$ cat config.mk
export PLATFORM = sky130hd
export DESIGN_NAME = emd_pixel_engine
export DESIGN_NICKNAME = d
export VERILOG_FILES = /design/src/rtl/emd_pixel_engine.sv
export SDC_FILE = /design/constraint.sdc
export NUM_CORES = 1
export LEC_CHECK = 0
export CAP_MARGIN = 20
export CORE_ASPECT_RATIO = 1.2
export CORE_UTILIZATION = 65
export DETAILED_ROUTE_END_ITERATION = 6
export DONT_BUFFER_PORTS = 1
export PLACE_DENSITY = 0.82
export SYNTH_ARGS = -nofsm -noshare
export SYNTH_HDL_FRONTEND = slang
export SYNTH_SLANG_ARGS = --single-unit
$ cat constraint.sdc
create_clock -name clk -period 9.5 [get_ports clk]
set_input_delay 0 -clock clk [delete_from_list [all_inputs] [get_ports clk]]
set_output_delay 0 -clock clk [all_outputs]
set_load 0.005 [all_outputs]
$ cat src/rtl/emd_pixel_engine.sv
// EMD steganography engine: embeds message digits into groups of CHANNELS pixels
// (at most one pixel moved by +/-1 per group) or extracts them back into bytes.
module emd_pixel_engine #(
    parameter int DATA_WIDTH = 8,
    parameter int CHANNELS   = 2,
    parameter int DIGIT_BITS = 2
) (
    input  logic                  clk,
    input  logic                  rst_n,
    input  logic                  mode,
    input  logic [DATA_WIDTH-1:0] pix_data,
    input  logic                  pix_empty,
    output logic                  pix_rd,
    input  logic [DATA_WIDTH-1:0] msg_data,
    input  logic                  msg_empty,
    output logic                  msg_rd,
    input  logic                  out_full,
    output logic [DATA_WIDTH-1:0] out_data,
    output logic                  out_wr,
    output logic                  busy,
    output logic [15:0]           grp_count
);

    localparam int M    = 2 * CHANNELS + 1;
    localparam int D    = DATA_WIDTH / DIGIT_BITS;
    localparam int ACCW = DATA_WIDTH + 8;
    localparam int MW   = $clog2(M + 1);
    localparam int IW   = (D > 1) ? $clog2(D) : 1;
    localparam int CW   = $clog2(CHANNELS);

    typedef enum logic [3:0] {
        S_IDLE, S_RD_PIX, S_RD_MSG, S_CLAMP, S_CALC,
        S_ADJUST, S_WR_PIX, S_ACCUM, S_WR_MSG
    } state_t;

    state_t                state, state_next;
    logic                  mode_q;
    logic                  pend;
    logic [CW-1:0]         cnt;
    logic [IW-1:0]         idx;
    logic [DATA_WIDTH-1:0] msg_q;
    logic [DATA_WIDTH-1:0] ext_q;
    logic [DATA_WIDTH-1:0] g [CHANNELS];
    logic [MW-1:0]         s_q;
    logic [ACCW-1:0]       sum;
    logic [MW-1:0]         f;
    logic [DIGIT_BITS-1:0] digit;
    logic [MW-1:0]         s_calc;

    wire cnt_last = (cnt == CW'(CHANNELS - 1));
    wire idx_last = (idx == IW'(D - 1));

    // Weighted pixel sum, its residue mod M, and the embed shift s
    always_comb begin
        sum = '0;
        for (int unsigned i = 0; i < CHANNELS; i++)
            sum = sum + ACCW'(g[i]) * ACCW'(i + 1);
        f      = MW'(sum % ACCW'(M));
        digit  = DIGIT_BITS'(msg_q >> (DATA_WIDTH - DIGIT_BITS * (int'(idx) + 1)));
        s_calc = MW'((ACCW'(digit) + ACCW'(M) - ACCW'(f)) % ACCW'(M));
    end

    always_ff @(posedge clk) begin
        if (!rst_n) state <= S_IDLE;
        else        state <= state_next;
    end

    always_comb begin
        state_next = state;
        pix_rd     = 1'b0;
        msg_rd     = 1'b0;
        out_wr     = 1'b0;
        out_data   = '0;
        busy       = (state != S_IDLE);
        case (state)
            S_IDLE: begin
                if (!pix_empty && (mode || idx != '0 || !msg_empty))
                    state_next = S_RD_PIX;
            end
            S_RD_PIX: begin
                if (pend) begin
                    if (cnt_last)
                        state_next = mode_q ? S_CALC : ((idx == '0) ? S_RD_MSG : S_CLAMP);
                end else if (!pix_empty) begin
                    pix_rd = 1'b1;
                end
            end
            S_RD_MSG: begin
                if (pend)            state_next = S_CLAMP;
                else if (!msg_empty) msg_rd = 1'b1;
            end
            S_CLAMP:  state_next = S_CALC;
            S_CALC:   state_next = mode_q ? S_ACCUM : S_ADJUST;
            S_ADJUST: state_next = S_WR_PIX;
            S_WR_PIX: begin
                if (!out_full) begin
                    out_wr   = 1'b1;
                    out_data = g[cnt];
                    if (cnt_last) state_next = S_IDLE;
                end
            end
            S_ACCUM:  state_next = idx_last ? S_WR_MSG : S_IDLE;
            S_WR_MSG: begin
                if (!out_full) begin
                    out_wr     = 1'b1;
                    out_data   = ext_q;
                    state_next = S_IDLE;
                end
            end
            default:  state_next = S_IDLE;
        endcase
    end

    always_ff @(posedge clk) begin
        if (!rst_n) begin
            mode_q    <= 1'b0;
            pend      <= 1'b0;
            cnt       <= '0;
            idx       <= '0;
            msg_q     <= '0;
            ext_q     <= '0;
            s_q       <= '0;
            grp_count <= '0;
            for (int unsigned i = 0; i < CHANNELS; i++) g[i] <= '0;
        end else begin
            if (state == S_IDLE) mode_q <= mode;
            if (pix_rd || msg_rd) pend <= 1'b1;
            case (state)
                S_RD_PIX: if (pend) begin
                    g[cnt] <= pix_data;
                    pend   <= 1'b0;
                    cnt    <= cnt_last ? '0 : cnt + CW'(1);
                end
                S_RD_MSG: if (pend) begin
                    msg_q <= msg_data;
                    pend  <= 1'b0;
                end
                S_CLAMP: begin
                    for (int unsigned i = 0; i < CHANNELS; i++) begin
                        if (g[i] == '0)      g[i] <= DATA_WIDTH'(1);
                        else if (g[i] == '1) g[i] <= {{(DATA_WIDTH-1){1'b1}}, 1'b0};
                    end
                end
                S_CALC: s_q <= mode_q ? f : s_calc;
                // s in 1..N raises g_s; s above N lowers g_(M-s)
                S_ADJUST: begin
                    for (int unsigned i = 0; i < CHANNELS; i++) begin
                        if (32'(s_q) == i + 1)
                            g[i] <= g[i] + 1'b1;
                        else if (32'(s_q) > 32'(CHANNELS) && 32'(M) - 32'(s_q) == i + 1)
                            g[i] <= g[i] - 1'b1;
                    end
                end
                S_WR_PIX: if (!out_full) begin
                    if (cnt_last) begin
                        cnt       <= '0;
                        idx       <= idx_last ? '0 : idx + IW'(1);
                        grp_count <= grp_count + 16'd1;
                    end else begin
                        cnt <= cnt + CW'(1);
                    end
                end
                S_ACCUM: begin
                    ext_q     <= (ext_q << DIGIT_BITS) | DATA_WIDTH'(s_q[DIGIT_BITS-1:0]);
                    grp_count <= grp_count + 16'd1;
                    if (!idx_last) idx <= idx + IW'(1);
                end
                S_WR_MSG: if (!out_full) idx <= '0;
                default: ;
            endcase
        end
    end

endmodule
; After elaboration in Yosys (flattened, before gate mapping)
; Memories as Yosys holds them, arrays and structs flattened. A register that Yosys moved wholly into a read port is not among the register bits.
; Index checks and enable logic that the tools add are counted.
[word_totals]
out_inout_bits = 28
mem_count = 1
regBits = 44
ram_bits = 16
inputBits = 22
[mem_list]
columns = name, depth, width, rd, rd_ports_with_merged_regs, write_ports, line_no
row1 = g, 2, 8, 3, 1, 2, 43  ; logic [DATA_WIDTH-1:0] g [CHANNELS];
[op_classes]
shifts = 1
bitwise = 9
n_div = 2
n_reduce_logical = 25
n_eq_ne = 23
addsub = 13
muxes = 94
order_cmp = 1
[op_table]
columns = op, n
row1 = 2-to-1 mux 8 bit, 11
row2 = 2-to-1 mux 1 bit, 60
row3 = one-hot mux 4 bit (9 select lines), 1
row4 = == test 32 x 1 -> 1 bit (second input constant), 1
row5 = == test 32 x 2 -> 1 bit (second input constant), 1
row6 = modulo 16 x 3 -> 16 bit (second input constant), 2
row7 = 2-to-1 mux 16 bit, 2
row8 = 2-to-1 mux 4 bit, 8
row9 = one-hot mux 16 bit (2 select lines), 1
row10 = >> shifter 8 x 32 -> 2 bit, 1
row11 = adder 16 x 1 -> 16 bit (second input constant), 1
row12 = adder 8 x 1 -> 8 bit (second input constant), 2
row13 = == test 4 x 3 -> 1 bit (second input constant), 4
row14 = == test 8 bit (second input constant), 2
row15 = logical NOT 8 bit, 2
row16 = != test 2 bit (second input constant), 8
row17 = one-hot mux 8 bit (2 select lines), 1
row18 = subtractor 8 x 1 -> 8 bit (second input constant), 2
row19 = 2-to-1 mux 2 bit, 6
row20 = adder 8 x 9 -> 10 bit, 1
row21 = == test 4 x 2 -> 1 bit (second input constant), 2
row22 = bitwise OR 1 bit, 8
row23 = bitwise OR 8 x 2 -> 8 bit, 1
row24 = OR reduction 8 bit, 1
row25 = other kinds (29), 39

; Logic depth before layout (Yosys ltp)
; An unclocked memory read counts as a cell.
[logic_depth]
depth_word = 11
ltp_mapped = 39
ltp_nobuf = 37

; Worst setup path after synthesis
; No wires, ideal clock.
[synth_timing]
kind = reg-to-reg
start = mem g[0][2]
end = reg s_q[0]
required_time_ps = 9382
path_buffers = 2
arrival_ps = 7489
path_stages_with_launch = 38
setup_slack_ps = 1893
setup_time_ps = 118
path_cell_list = edfxtp_1 > clkbuf_1 > inv_1 > fa_1 > nand2b_2 > a21oi_1 > nor3_2 > a211o_1 > o32a_2 > and2_0 > clkbuf_1 > nand3_1 > o2111ai_1 > o22ai_1 > ha_1 > nand3b_1 > o32ai_1 > o21ai_0 > (+2 left out) > nor2b_1 > o2111ai_1 > mux2i_1 > ha_1 > nor2b_1 > nand2_1 > nand2_1 > inv_2 > ha_1 > nor2b_1 > nor4_1 > a221oi_1 > o221a_2 > ha_1 > nand2b_1 > a21boi_4 > mux2i_1 > nor2_1
[synth_rtl]
columns = element, line_no
row1 = "start, declared", 43
row2 = "end signal, assigned", 144  ; S_CALC: s_q <= mode_q ? f : s_calc;
row3 = "end, declared", 44  ; logic [MW-1:0] s_q;

==> qor.log <==
qor: routing.drt-pass1-iter-count 7
qor: setup_path.worst_r2r_startpoint g[1][0]
qor: routing.wl_final 14,500 µm
qor: placed_design.dp_hpwl 10,400 µm
qor: global_route.maximum_number_of_pins_on_one_net_before_global_route_repair 47
qor: setup_path.cp.arrival 9.03 ns
qor: synth.yosysUniqueCellTypes 89
qor: placed_design.io_buffer_count 0
qor: cells_and_area.design_area 6030 µm²
qor: placed_design.dpl_cell_area 5670 µm²
qor: cells_and_area.most-common-layout-cells sky130_fd_sc_hd__nand2_1 (67), sky130_fd_sc_hd__nor2_1 (61), sky130_fd_sc_hd__dfxtp_1 (53)
qor: synth.synth_compound_gate_area_share 0.248
qor: hold_path.holdCritStartpoint out_full
qor: setup_path.cpLargestDelayFamily compound AO/OA/AOI/OAI gates
qor: floorplan.floorplan.rows 37
qor: placed_design.gp_congestion 0.897
qor: clock_network.cts_num_sinks 61
qor: setup_path.timing.reg2reg.setup_slack 0.71 ns
qor: synth.mappedNetlistArea 5680 µm²
qor: setup_path.crit_path_end_kind flop
qor: setup_path.cp_slowest_stage_delay 0.46 ns
qor: floorplan.floorplan.core_area 8520 µm²
qor: synth.netlist_instances 738
qor: cells_and_area.layout.cells.most_common sky130_fd_sc_hd__nand2_1
qor: synth.yosys.area_share.simple 0.276
qor: routing.detail_route.drc_violations 0
qor: status.run_status completed
qor: synth.synth_top_area_share 0.187
qor: routing.detail_route.wl_per_cell 17.1 µm
qor: timing.finalMaxSlewViolations 0
qor: global_route.grt_overflow 0
qor: setup_path.crit_type reg2reg
qor: floorplan.die-area 9120 µm²
qor: timing.fin_crit 8.79 ns
qor: timing.hold_violations 0
qor: setup_path.crit_path_max_fanout 10
qor: setup_path.timing.critical_path.mode_cell sky130_fd_sc_hd__ha_1
qor: routing.antenna_left 0
qor: hold_path.hold_path_depth 1
qor: setup_path.cp_num_buf_inv 2
qor: synth.library_cell_occupying_the_most_area_in_the_post_synthesis_netlist sky130_fd_sc_hd__dfxtp_1
qor: clock_network.path_clk_slew 0.07 ns
qor: cells_and_area.antenna_cells 0
qor: setup_path.worst_path_max_delay_cell sky130_fd_sc_hd__dfxtp_1
qor: synth.largest_family_of_logic_cells_by_synthesized_area simple AND/OR/NAND/NOR gates
qor: cells_and_area.final_net_count 775
qor: synth.sequential_fraction_of_the_synthesis_area 0.229
qor: clock_network.post_cts.repair.setup_buffers 0
qor: cells_and_area.num-fill-cells 698
qor: synth.yosys_warnings 0
qor: routing.average_vias_per_placed_instance 6.50
qor: power.p_leak 2.24 nW
qor: setup_path.timing.reg2reg.worst_path_depth 37
qor: hold_path.worstHoldPathType in2out
qor: timing.grt_setup_unrepaired no
qor: timing.worst_hold_slack 0.0326 ns
qor: timing.finClkSkew 0.0104 ns
qor: synth.share_of_synthesized_flip_flops_with_an_asynchronous_set_or_reset 0
qor: global_route.vias_in_the_first_global_route 5,153
qor: cells_and_area.syn_to_final_growth 6.19%
qor: run.total_of_max_cap_violations 0
qor: setup_path.cp_data_required_time 9.74 ns
qor: floorplan.initial_utilization 0.667
qor: synth.synthesis.nets 789
qor: power.peakVddDrop 0.192 mV
qor: clock_network.clock_latency 0.35 ns
qor: synth.ys_dominant_reg_cell sky130_fd_sc_hd__dfxtp_1
qor: setup_path.rr_endpoint s_q[0]
qor: global_route.grt_first_pass_wirelength 23,800 µm
qor: timing.maxSlewHeadroom 0.331
qor: routing.first_iter_violations 411
qor: power.cellPowerDensity 228 nW/µm²
qor: clock_network.root_buffer sky130_fd_sc_hd__clkbuf_8
qor: hold_path.end_of_the_worst_hold_path out_data[3]
qor: timing.tightest_slew 0.997 ns
qor: global_route.grt_antenna_before_repair 0
qor: cells_and_area.drive_above_1_share 0.0782
qor: synth.synth_enable_flop_cells 8
qor: clock_network.cts_tree done
qor: synth.adder_and_majority_cell_fraction_of_the_synthesized_area 0.0665
qor: synth.post_synth_main_area_contributors sky130_fd_sc_hd__dfxtp_1 (19%), sky130_fd_sc_hd__ha_1 (5.9%), sky130_fd_sc_hd__xnor2_1 (4.5%)
qor: timing.setup_total_negative_slack 0 ns
qor: clock_network.htree_num_levels 3
qor: floorplan.chipHeight 104 µm
qor: synth.post_synth_mux_area_share 0.0498
qor: global_route.grtUsageTotal 0.324
qor: synth.xor_and_xnor_area_share_after_synthesis 0.0764
qor: timing.fmaxAchievable 0.114 GHz
qor: synth.post_synth.cell_area_avg 7.70 µm²
qor: timing.period_share 0.925
qor: synth.postSynthRegisterBits 61
qor: clock_network.cts_max_path_buffers 2
qor: routing.num_vias 5,498
qor: setup_path.start_kind flop
qor: floorplan.dieWidth 87.4 µm
qor: timing.final-setup-viol-count 0
qor: clock_network.tritoncts.num_buffers 9
qor: floorplan.design.portCount 50
## worst max path at each step
| stage | startpoint | to | slack [ns] | depth (start not counted) |
|---|---|---|---|---|
| floorplan | g[0][2] | s_q[0] | 1.89 | 37 |
| global placement | g[1][0] | s_q[0] | 1.08 | 36 |
| detailed placement | g[1][0] | s_q[0] | 0.59 | 36 |
| CTS | g[1][0] | s_q[0] | 0.60 | 36 |
| global route | g[1][0] | s_q[0] | 0.04 | 37 |
| finish | g[1][0] | s_q[0] | 0.71 | 37 |
## synth_stat cells, drive strengths merged (4+ instances only)
cell,instances
o31ai,5
a31oi,8
nor4,10
o2111ai,4
nand2,69
a22oi,9
dfxtp,53
o31a,5
inv,30
nand3,36
nor3,23
mux2i,17
a21oi,34
nor2b,21
buf,10
o21ai,54
mux2,6
a41oi,4
ha,27
xnor2,30
and3,13
nand4,9
nand2b,7
clkbuf,32
edfxtp,8
and2,19
o22ai,10
xor2,16
nor2,63
or4,5
or3,11
nor3b,7
a211oi,7
o211ai,8
a21boi,17
## flip-flops by register name, indices dropped and copies added (netlist names), named ones only
signal and cells:
g 16, pend 1, mode_q 1, idx 2
msg_q 8, s_q 3, grp_count 16, ext_q 8
cnt 1, state 4
## kinds of logic (layout without fill, tap and decap cells)
family / Yosys count / in the layout
simple gates: 304 / 304
compound gates: 198 / 198
buf+inv: 73 / 64
flops: 61 / 61
xor+xnor: 47 / 47
fa+ha+maj: 29 / 29
mux: 25 / 25
other cells: 1 / 1
## timing repair
action / CTS / global route
endpoints found under the hold margin: 47 / 0
setup endpoints to repair: 0 / 3
hold buffers: 15 / 0
gates resized for setup: 0 / 2
## layer usage
layer | part of all wire | global-route usage | vias to the layer above | wire length [µm]
met5 | 0 | 0 | - | 0
met4 | 0.032 | 0.155 | 0 | 469
met3 | 0.069 | 0.0579 | 45 | 995
met2 | 0.50 | 0.550 | 248 | 7240
met1 | 0.40 | 0.387 | 2536 | 5760
li1 | - | - | 2669 | -
## worst register-to-register path: cells and delay by family (launching register included)
family	cells	cell delay, ns
muxes	3	0.82
adders and majority gates	7	2.13
buffers and inverters	2	0.21
DFF	1	0.46
and+or+nand+nor	12	1.81
AOI/OAI and AO/OA	13	3.24
## where the power goes
part,total (mW),switching [mW],internal (mW)
combinational,0.833,0.471,0.362
clock,0.229,0.104,0.125
sequential,0.312,0.0358,0.277
total,1.37,0.611,0.764
## layout make-up
class                   instances  area [µm²]  area share
repair buffers                 18         180      0.0299
clock inverters                 3        15.0     0.00249
inverters                      30         113      0.0187
flip-flops and latches         61        1300       0.216
clock buffers                  13         181      0.0301
multi-input cells             604        4100       0.679
well taps                     117         146      0.0243
## through the flow
step / cells / utilization / setup WS [ns] / power (mW)
final: 846 / 0.708 / 0.713 / 1.37
after global routing: 846 / 0.708 / 0.0381 / 1.47
after CTS: 846 / 0.707 / 0.600 / 1.36
after detailed placement: 815 / 0.665 / 0.594 / 1.12
after global placement: 814 / 0.665 / 1.08 / 1.08
after floorplan: 738 / - / 1.89 / 0.991
No activity file was read; power rests on OpenSTA's default activity.
